===== config.mk =====
export PLATFORM = sky130hd
export DESIGN_NAME = elevator_timer
export DESIGN_NICKNAME = d
export VERILOG_FILES = /design/src/rtl/lift_timer_pkg.sv /design/src/rtl/timer_prescaler.sv /design/src/rtl/elevator_timer.sv
export SDC_FILE = /design/constraint.sdc
export NUM_CORES = 1
export LEC_CHECK = 0
export BUFFER_PORTS_ARGS = -buffer_cell sky130_fd_sc_hd__buf_2
export CAP_MARGIN = 20
export CORE_MARGIN = 2
export CORE_UTILIZATION = 50
export CTS_CLUSTER_SIZE = 14
export DETAILED_ROUTE_END_ITERATION = 16
export PLACE_DENSITY_LB_ADDON = 0.25
export REMOVE_ABC_BUFFERS = 1
export SYNTH_ARGS = -nofsm -noshare
export SYNTH_HDL_FRONTEND = slang
export SYNTH_SLANG_ARGS = --single-unit

===== constraint.sdc =====
create_clock -name i_clock -period 1.8 [get_ports i_clock]
set_input_delay 0.27 -clock i_clock [delete_from_list [all_inputs] [get_ports i_clock]]
set_output_delay 0.27 -clock i_clock [all_outputs]
set_load 0.005 [all_outputs]

===== src/rtl/lift_timer_pkg.sv =====
// Shared types and constants for the elevator door/travel timer.
package lift_timer_pkg;

  localparam int unsigned STATE_W        = 2;
  localparam int unsigned PRESCALE_CNT_W = 16;
  localparam int unsigned PRESCALE_MIN   = 2;
  localparam int unsigned PRESCALE_MAX   = 65535;

  typedef enum logic [STATE_W-1:0] {
    IDLE  = 2'd0,
    RUN   = 2'd1,
    PAUSE = 2'd2
  } timer_state_t;

  localparam logic MODE_ONESHOT  = 1'b0;
  localparam logic MODE_PERIODIC = 1'b1;

endpackage


===== src/rtl/timer_prescaler.sv =====
// Tick divider: emits one tick every PRESCALE clocks while not held.
module timer_prescaler
  import lift_timer_pkg::*;
#(
  parameter int unsigned PRESCALE = 10
) (
  input  logic clock,
  input  logic reset,
  input  logic clear,
  input  logic hold,
  output logic tick
);

  localparam logic [PRESCALE_CNT_W-1:0] LAST = PRESCALE_CNT_W'(PRESCALE - 1);

  logic [PRESCALE_CNT_W-1:0] cnt_q;

  // Free-running divider, frozen by hold and zeroed on clear/reset.
  always_ff @(posedge clock) begin
    if (reset || clear) begin
      cnt_q <= '0;
    end else if (!hold) begin
      cnt_q <= (cnt_q == LAST) ? '0 : cnt_q + PRESCALE_CNT_W'(1);
    end
  end

  // Tick coincides with the wrap edge so latency is exactly PRESCALE clocks.
  assign tick = !hold && !clear && (cnt_q == LAST);

endmodule


===== src/rtl/elevator_timer.sv =====
// Elevator timer: one-shot or periodic countdown with pause, abort and
// restart. Optional tick prescaler enabled by defining TIMER_PRESCALE_EN.
module elevator_timer
  import lift_timer_pkg::*;
#(
  parameter int unsigned WIDTH    = 8,
  parameter int unsigned PRESCALE = 10
) (
  input  logic             i_clock,
  input  logic             i_rst,
  input  logic             i_start,
  input  logic             i_abort,
  input  logic             i_pause,
  input  logic             i_mode,
  input  logic [WIDTH-1:0] i_period,
  output logic             o_done,
  output logic             o_busy,
  output logic [WIDTH-1:0] o_count
);

  // Reject out-of-range prescale at elaboration.
  if (PRESCALE < PRESCALE_MIN || PRESCALE > PRESCALE_MAX) begin : g_bad_prescale
    $error("elevator_timer: PRESCALE out of range");
  end

  timer_state_t     state_q, state_d;
  logic [WIDTH-1:0] count_d;
  logic [WIDTH-1:0] period_q, period_d;
  logic             mode_q, mode_d;
  logic             done_d;
  logic             busy_d;
  logic             start_ok;
  logic             tick;

  // A start with a zero period is treated as no start at all.
  assign start_ok = i_start && (i_period != '0);

`ifdef TIMER_PRESCALE_EN
  // Divider only advances while counting; pause or idle freezes it.
  timer_prescaler #(
    .PRESCALE (PRESCALE)
  ) u_prescaler (
    .clock (i_clock),
    .reset (i_rst),
    .clear (i_abort || start_ok),
    .hold  (i_pause || (state_q == IDLE)),
    .tick  (tick)
  );
`else
  assign tick = 1'b1;
`endif

  // State and registered outputs.
  always_ff @(posedge i_clock) begin
    if (i_rst) begin
      state_q  <= IDLE;
      o_count  <= '0;
      o_done   <= 1'b0;
      o_busy   <= 1'b0;
      period_q <= '0;
      mode_q   <= MODE_ONESHOT;
    end else begin
      state_q  <= state_d;
      o_count  <= count_d;
      o_done   <= done_d;
      o_busy   <= busy_d;
      period_q <= period_d;
      mode_q   <= mode_d;
    end
  end

  // Next state: abort > start > pause > tick.
  always_comb begin
    state_d  = state_q;
    count_d  = o_count;
    period_d = period_q;
    mode_d   = mode_q;
    done_d   = 1'b0;

    if (i_abort) begin
      state_d = IDLE;
      count_d = '0;
    end else if (start_ok) begin
      period_d = i_period;
      mode_d   = i_mode;
      count_d  = i_period;
      state_d  = i_pause ? PAUSE : RUN;
    end else begin
      unique case (state_q)
        RUN, PAUSE: begin
          if (i_pause) begin
            state_d = PAUSE;
          end else begin
            state_d = RUN;
            if (tick) begin
              if (o_count > WIDTH'(1)) begin
                count_d = o_count - WIDTH'(1);
              end else if (o_count == WIDTH'(1)) begin
                done_d = 1'b1;
                if (mode_q == MODE_PERIODIC) begin
                  count_d = period_q;
                end else begin
                  count_d = '0;
                  state_d = IDLE;
                end
              end else begin
                // Count already exhausted; never wrap below zero.
                count_d = '0;
                state_d = IDLE;
              end
            end
          end
        end
        default: begin
          state_d = IDLE;
        end
      endcase
    end

    busy_d = (state_d != IDLE);
  end

endmodule


* Word-level counts from Yosys, hierarchy flattened
Cells that the tools add are included.
Word-level totals: output and inout port bits 10, word-level logic and storage cells 38, register bits after elaboration 21
Cells by class: mux-type cells 15, magnitude comparators 1, bitwise gates (word level) 2, add/sub/neg operators 1, eq/ne operators 4, reductions and logical operators 9
Operator list (number):
- 8-bit two-way mux | 6
- 2-bit two-way mux | 7
- 8-bit by 1-bit == test with 1-bit output, second input constant | 1
- 8-bit by 1-bit > comparator with 1-bit output, second input constant | 1
- 8-bit nonzero test | 1
- 8-bit by 1-bit subtractor with 8-bit output, second input constant | 1
- 6-bit OR reduction | 1
- 2-bit AND reduction | 2
- 2-bit nonzero test | 2
- 2-bit OR reduction | 2
- 2-bit by 1-bit == test with 1-bit output, second input constant | 1
- 2-bit == test, second input constant | 1
- 1-bit two-way mux | 2
- 2-bit by 1-bit != test with 1-bit output, second input constant | 1
- 1-bit inverter | 2
- 1-bit logical AND | 1

* Longest topological paths before layout
depth after elaboration 8, gate-level depth with buffers 7

* Least setup slack after synthesis
OpenSTA, ideal clock, no wires.
path kind input -> register, start in i_period[7], end reg o_count[2], stages on the path 5, path buffers 0, setup time 0.117 ns, arrival time 1.483 ns, setup slack 0.201 ns, cell sequence or4_4 -> o21a_4 -> a21o_1 -> a211oi_2 -> o21ai_1
On the way: cells in the longest elaborated chain, start to end 4, elaborated cells on any way between the ends 6, those cells by class eq/ne: 1; mux: 1; reduce/logical: 4
RTL lines:
- start, declared | line elevator_timer.sv:15 | input logic [WIDTH-1:0] i_period,
- 8-bit nonzero test * | line elevator_timer.sv:36 | assign start_ok = i_start && (i_period != '0);
- 1-bit logical AND * | line elevator_timer.sv:36
- 2-bit by 1-bit != test with 1-bit output (no line) or 2-bit nonzero test (tied branches)
- 2-bit AND reduction (no line)
- end signal, assigned | line elevator_timer.sv:64 | o_count <= count_d;
- end, declared | line elevator_timer.sv:18 | output logic [WIDTH-1:0] o_count
Mark *: on every way between the ends. The rest lies on a longest branch, timed or not. A chain may end at the register's enable or synchronous reset.

* Worst setup path after layout
start reg o_count[3], end reg o_count[7]
On the way: cells in the longest elaborated chain, start to end 6, elaborated cells on any way between the ends 8, those cells by class add/sub: 1; order compare: 1; eq/ne: 1; mux: 5
RTL lines:
- parallel branches: the longest is 2 deep, another holds 8-bit by 1-bit subtractor with 8-bit output
- 8-bit two-way mux * | line elevator_timer.sv:96 | if (o_count > WIDTH'(1)) begin
- 8-bit two-way mux * | line elevator_timer.sv:91 | if (i_pause) begin
- 8-bit two-way mux * | line elevator_timer.sv:89 | unique case (state_q)
- 8-bit two-way mux * | line elevator_timer.sv:83 | end else if (start_ok) begin
Mark *: on every way between the ends. The select of a mux whose other input is x is not followed.

==> key figures <==
Route
  – WL per Instance: 14.91 um
  – Drc violations: 0
  – Antenna Nets Post-Route: 0
  – Vias per cell: 6.075
  – Routed WL: 2981 um
  – Iteration-0 DRC Markers: 42
  – Drt first pass iters: 4
  – Total number of vias: 1215

Synth
  – Yosys warning count: 0
  – Mapped Cells: 145
  – Yosys reg bits: 21
  – Post-synth cell types: 37
  – Post-synth top area cell: dfxtp_1
  – Post-synth EDFFs: 0
  – Synth top area share: 36.60%
  – Seq/Total Area, Yosys: 36.60%
  – Avg Inst Size Synth: 7.921 um^2
  – Mapped Area: 0.001149 mm^2
  – Top FF cell, synth: dfxtp_1
  – Commonest cells post-synth: a21oi_1, dfxtp_1, nand2_1, o21ai_0, nor2_1
  – Top cells by area, synth: dfxtp_1, a21oi_1, o21ai_0
  – Async SR Flop Fraction: 0%

Layout
  – Post-route cell area: 0.001350 mm^2
  – Layout cells sized above 1: 25.58%
  – Fillers: 200
  – Footprint of the multi-input gates: 694.4 um^2
  – Fin nets: 189
  – Ant. Diodes: 0
  – Final Util: 61.62%
  – Growth of design area from synthesis to finish: 17.54%
  – Seq. cell area: 421.7 um^2

Clocking
  – Root buf cell: clkbuf_4
  – Sink Count: 21
  – Skew-Pair Late Insertion Delay: 0.31 ns
  – TritonCTS clock tree: built
  – CTS max path bufs: 2
  – H-tree levels: 1
  – Reg clk slew, reported paths: 0.12 ns
  – Cts bufs inserted: 3
  – Post-CTS Setup Bufs: 0

Floorplanning
  – Die Height: 51.93 um
  – Die width: 51.93 um
  – Initial core utilization: 52.43%
  – Die area: 0.002697 mm^2
  – IO Pins: 24
  – Cell Rows: 17
  – Core outline area: 0.002191 mm^2

Place
  – Routability congestion estimate: 0.9119
  – Detail Placement HPWL: 2263 um
  – # port buffers: 23
  – Post-placement cell area: 0.001315 mm^2

Timing
  – Setup_tns: 0 ns
  – Fmax: 587.9 MHz
  – Pins over their slew limit: 0
  – Worst Clk Skew: 0.003193 ns
  – Worst rel slew slack: 63.60%
  – Final setup fails: 0
  – Final period utilization: 94.50%
  – Final Hold Vio Count: 0
  – Least-Margin Pin Slew: 0.5440 ns
  – RSZ-0062 raised after global routing: false
  – Final min period: 1.701 ns

Global routing
  – Vias in the first global route: 1115
  – Initial antenna violation count: 0
  – Largest net degree at the start of global routing: 13
  – GRT Overall Usage: 24.20%
  – Total global routing overflow: 0
  – First-pass GRT wire length: 4871 um

Worst setup path
  – Startpoint Class: flop
  – FF-to-FF path depth: 5
  – CP Max Fanout: 8
  – CP Capture Type: flop
  – CP arrival: 1.92 ns
  – Worst endpoint required time: 2.01 ns
  – Critical path type: flop to flop

Run status
  – Status: complete, no violations

Pwr
  – Switching share of power: 30.59%
  – Sequential share of power: 53.8%
  – Internal: 0.6452 mW
  – PD cells: 688.5 mW/mm^2
  – Static Leakage: 0.5496 nW
  – Peak VDD IR: 0.0004771 V
  – Comb pwr share: 20.8%
  – Clock share of power: 25.3%
  – Switch Pwr: 0.2843 mW

Hold path
  – Hold Crit Class: input port to flop
  – Hold depth: 2

Job
  – Max-cap viol count: 0
==> final timing paths <==
kind | startpoint | endpoint | slack (ns)
max | o_count[3]$_SDFFE_PP0P_ | o_count[7]$_SDFFE_PP0P_ | 0.1
min | i_pause | state_q[0]$_SDFF_PP0_ | 0.16
max reg2reg | o_count[3]$_SDFFE_PP0P_ | o_count[7]$_SDFFE_PP0P_ | 0.1
min reg2reg | period_q[0]$_SDFFE_PP0P_ | period_q[0]$_SDFFE_PP0P_ | 0.50
==> placed cells by master, fill, tap and decap left out, drive strengths merged, types with 4 or more instances in the layout <==
cell	n
nor3	7
dfxtp	21
o21ai	19
nand2	18
nand3	7
buf	29
o31ai	4
a21oi	21
nor2	9
==> state kept, by name, summed over array words and instances, names as in the netlist <==
signal and cells:
o_done 1, mode_q 1, period_q 8, state_q 2, o_busy 1, o_count 8
==> stage by stage <==
stage / worst slack, ns / instances / hold WS, ns / power [mW]
2_1_floorplan: 0.1947 / 139 / 0.3391 / 0.6216
3_3_place_gp: 0.04940 / 196 / 0.4735 / 0.6945
3_5_place_dp: 0.02931 / 196 / 0.4812 / 0.6995
4_1_cts: 0.03918 / 200 / 0.1614 / 0.9270
5_1_grt: 0.03250 / 200 / 0.1442 / 0.9776
6_report: 0.09907 / 200 / 0.1573 / 0.9295
==> critical path: stages, from the launching register on <==
cell      delay (ns)
dfxtp_1         0.40
nor3_2          0.42
nand3_1         0.17
mux2_2          0.27
a21oi_1         0.05
a221oi_1        0.29
==> power groups by stage <==
stage,logic (mW),registers (mW),clock network [mW]
3_3_place_gp,0.186,0.509,0
5_1_grt,0.213,0.503,0.262
3_5_place_dp,0.190,0.510,0
6_report,0.194,0.500,0.236
4_1_cts,0.192,0.499,0.236
2_1_floorplan,0.114,0.508,0
==> cells by family (layout without fill, tap and decap cells) <==
family	Yosys count	count (layout)	synth area share, %
flops	21	21	36.60
simple gates	51	51	22.33
xor+xnor	4	4	3.051
compound gates	57	57	31.37
mux	1	1	0.9803
fa+ha+maj	2	2	2.178
buf+inv	9	36	3.486
==> layer usage <==
metal  global-route usage, %  share of wire (%)
met2                   37.76                 48
met4                   12.28                2.5
met1                   31.96                 44
met5                       0                  0
met3                   4.023                5.5
==> repair_timing <==
action / CTS / global route
hold buffers: 0 / 0
endpoints found under the setup margin: 0 / 3
resized for setup: 0 / 2
==> cell type report <==
| cell class | instances | share of cell area, % |
|---|---|---|
| Multi-Input combinational cell | 115 | 51.44 |
| Sequential cell | 21 | 31.23 |
| Clock inverter | 1 | 0.3707 |
| Timing Repair Buffer | 29 | 11.86 |
| Clock buffer | 3 | 1.668 |
| Inverter | 3 | 0.8341 |
| Tap cell | 28 | 2.595 |
No activity file was read; power rests on OpenSTA's default activity.
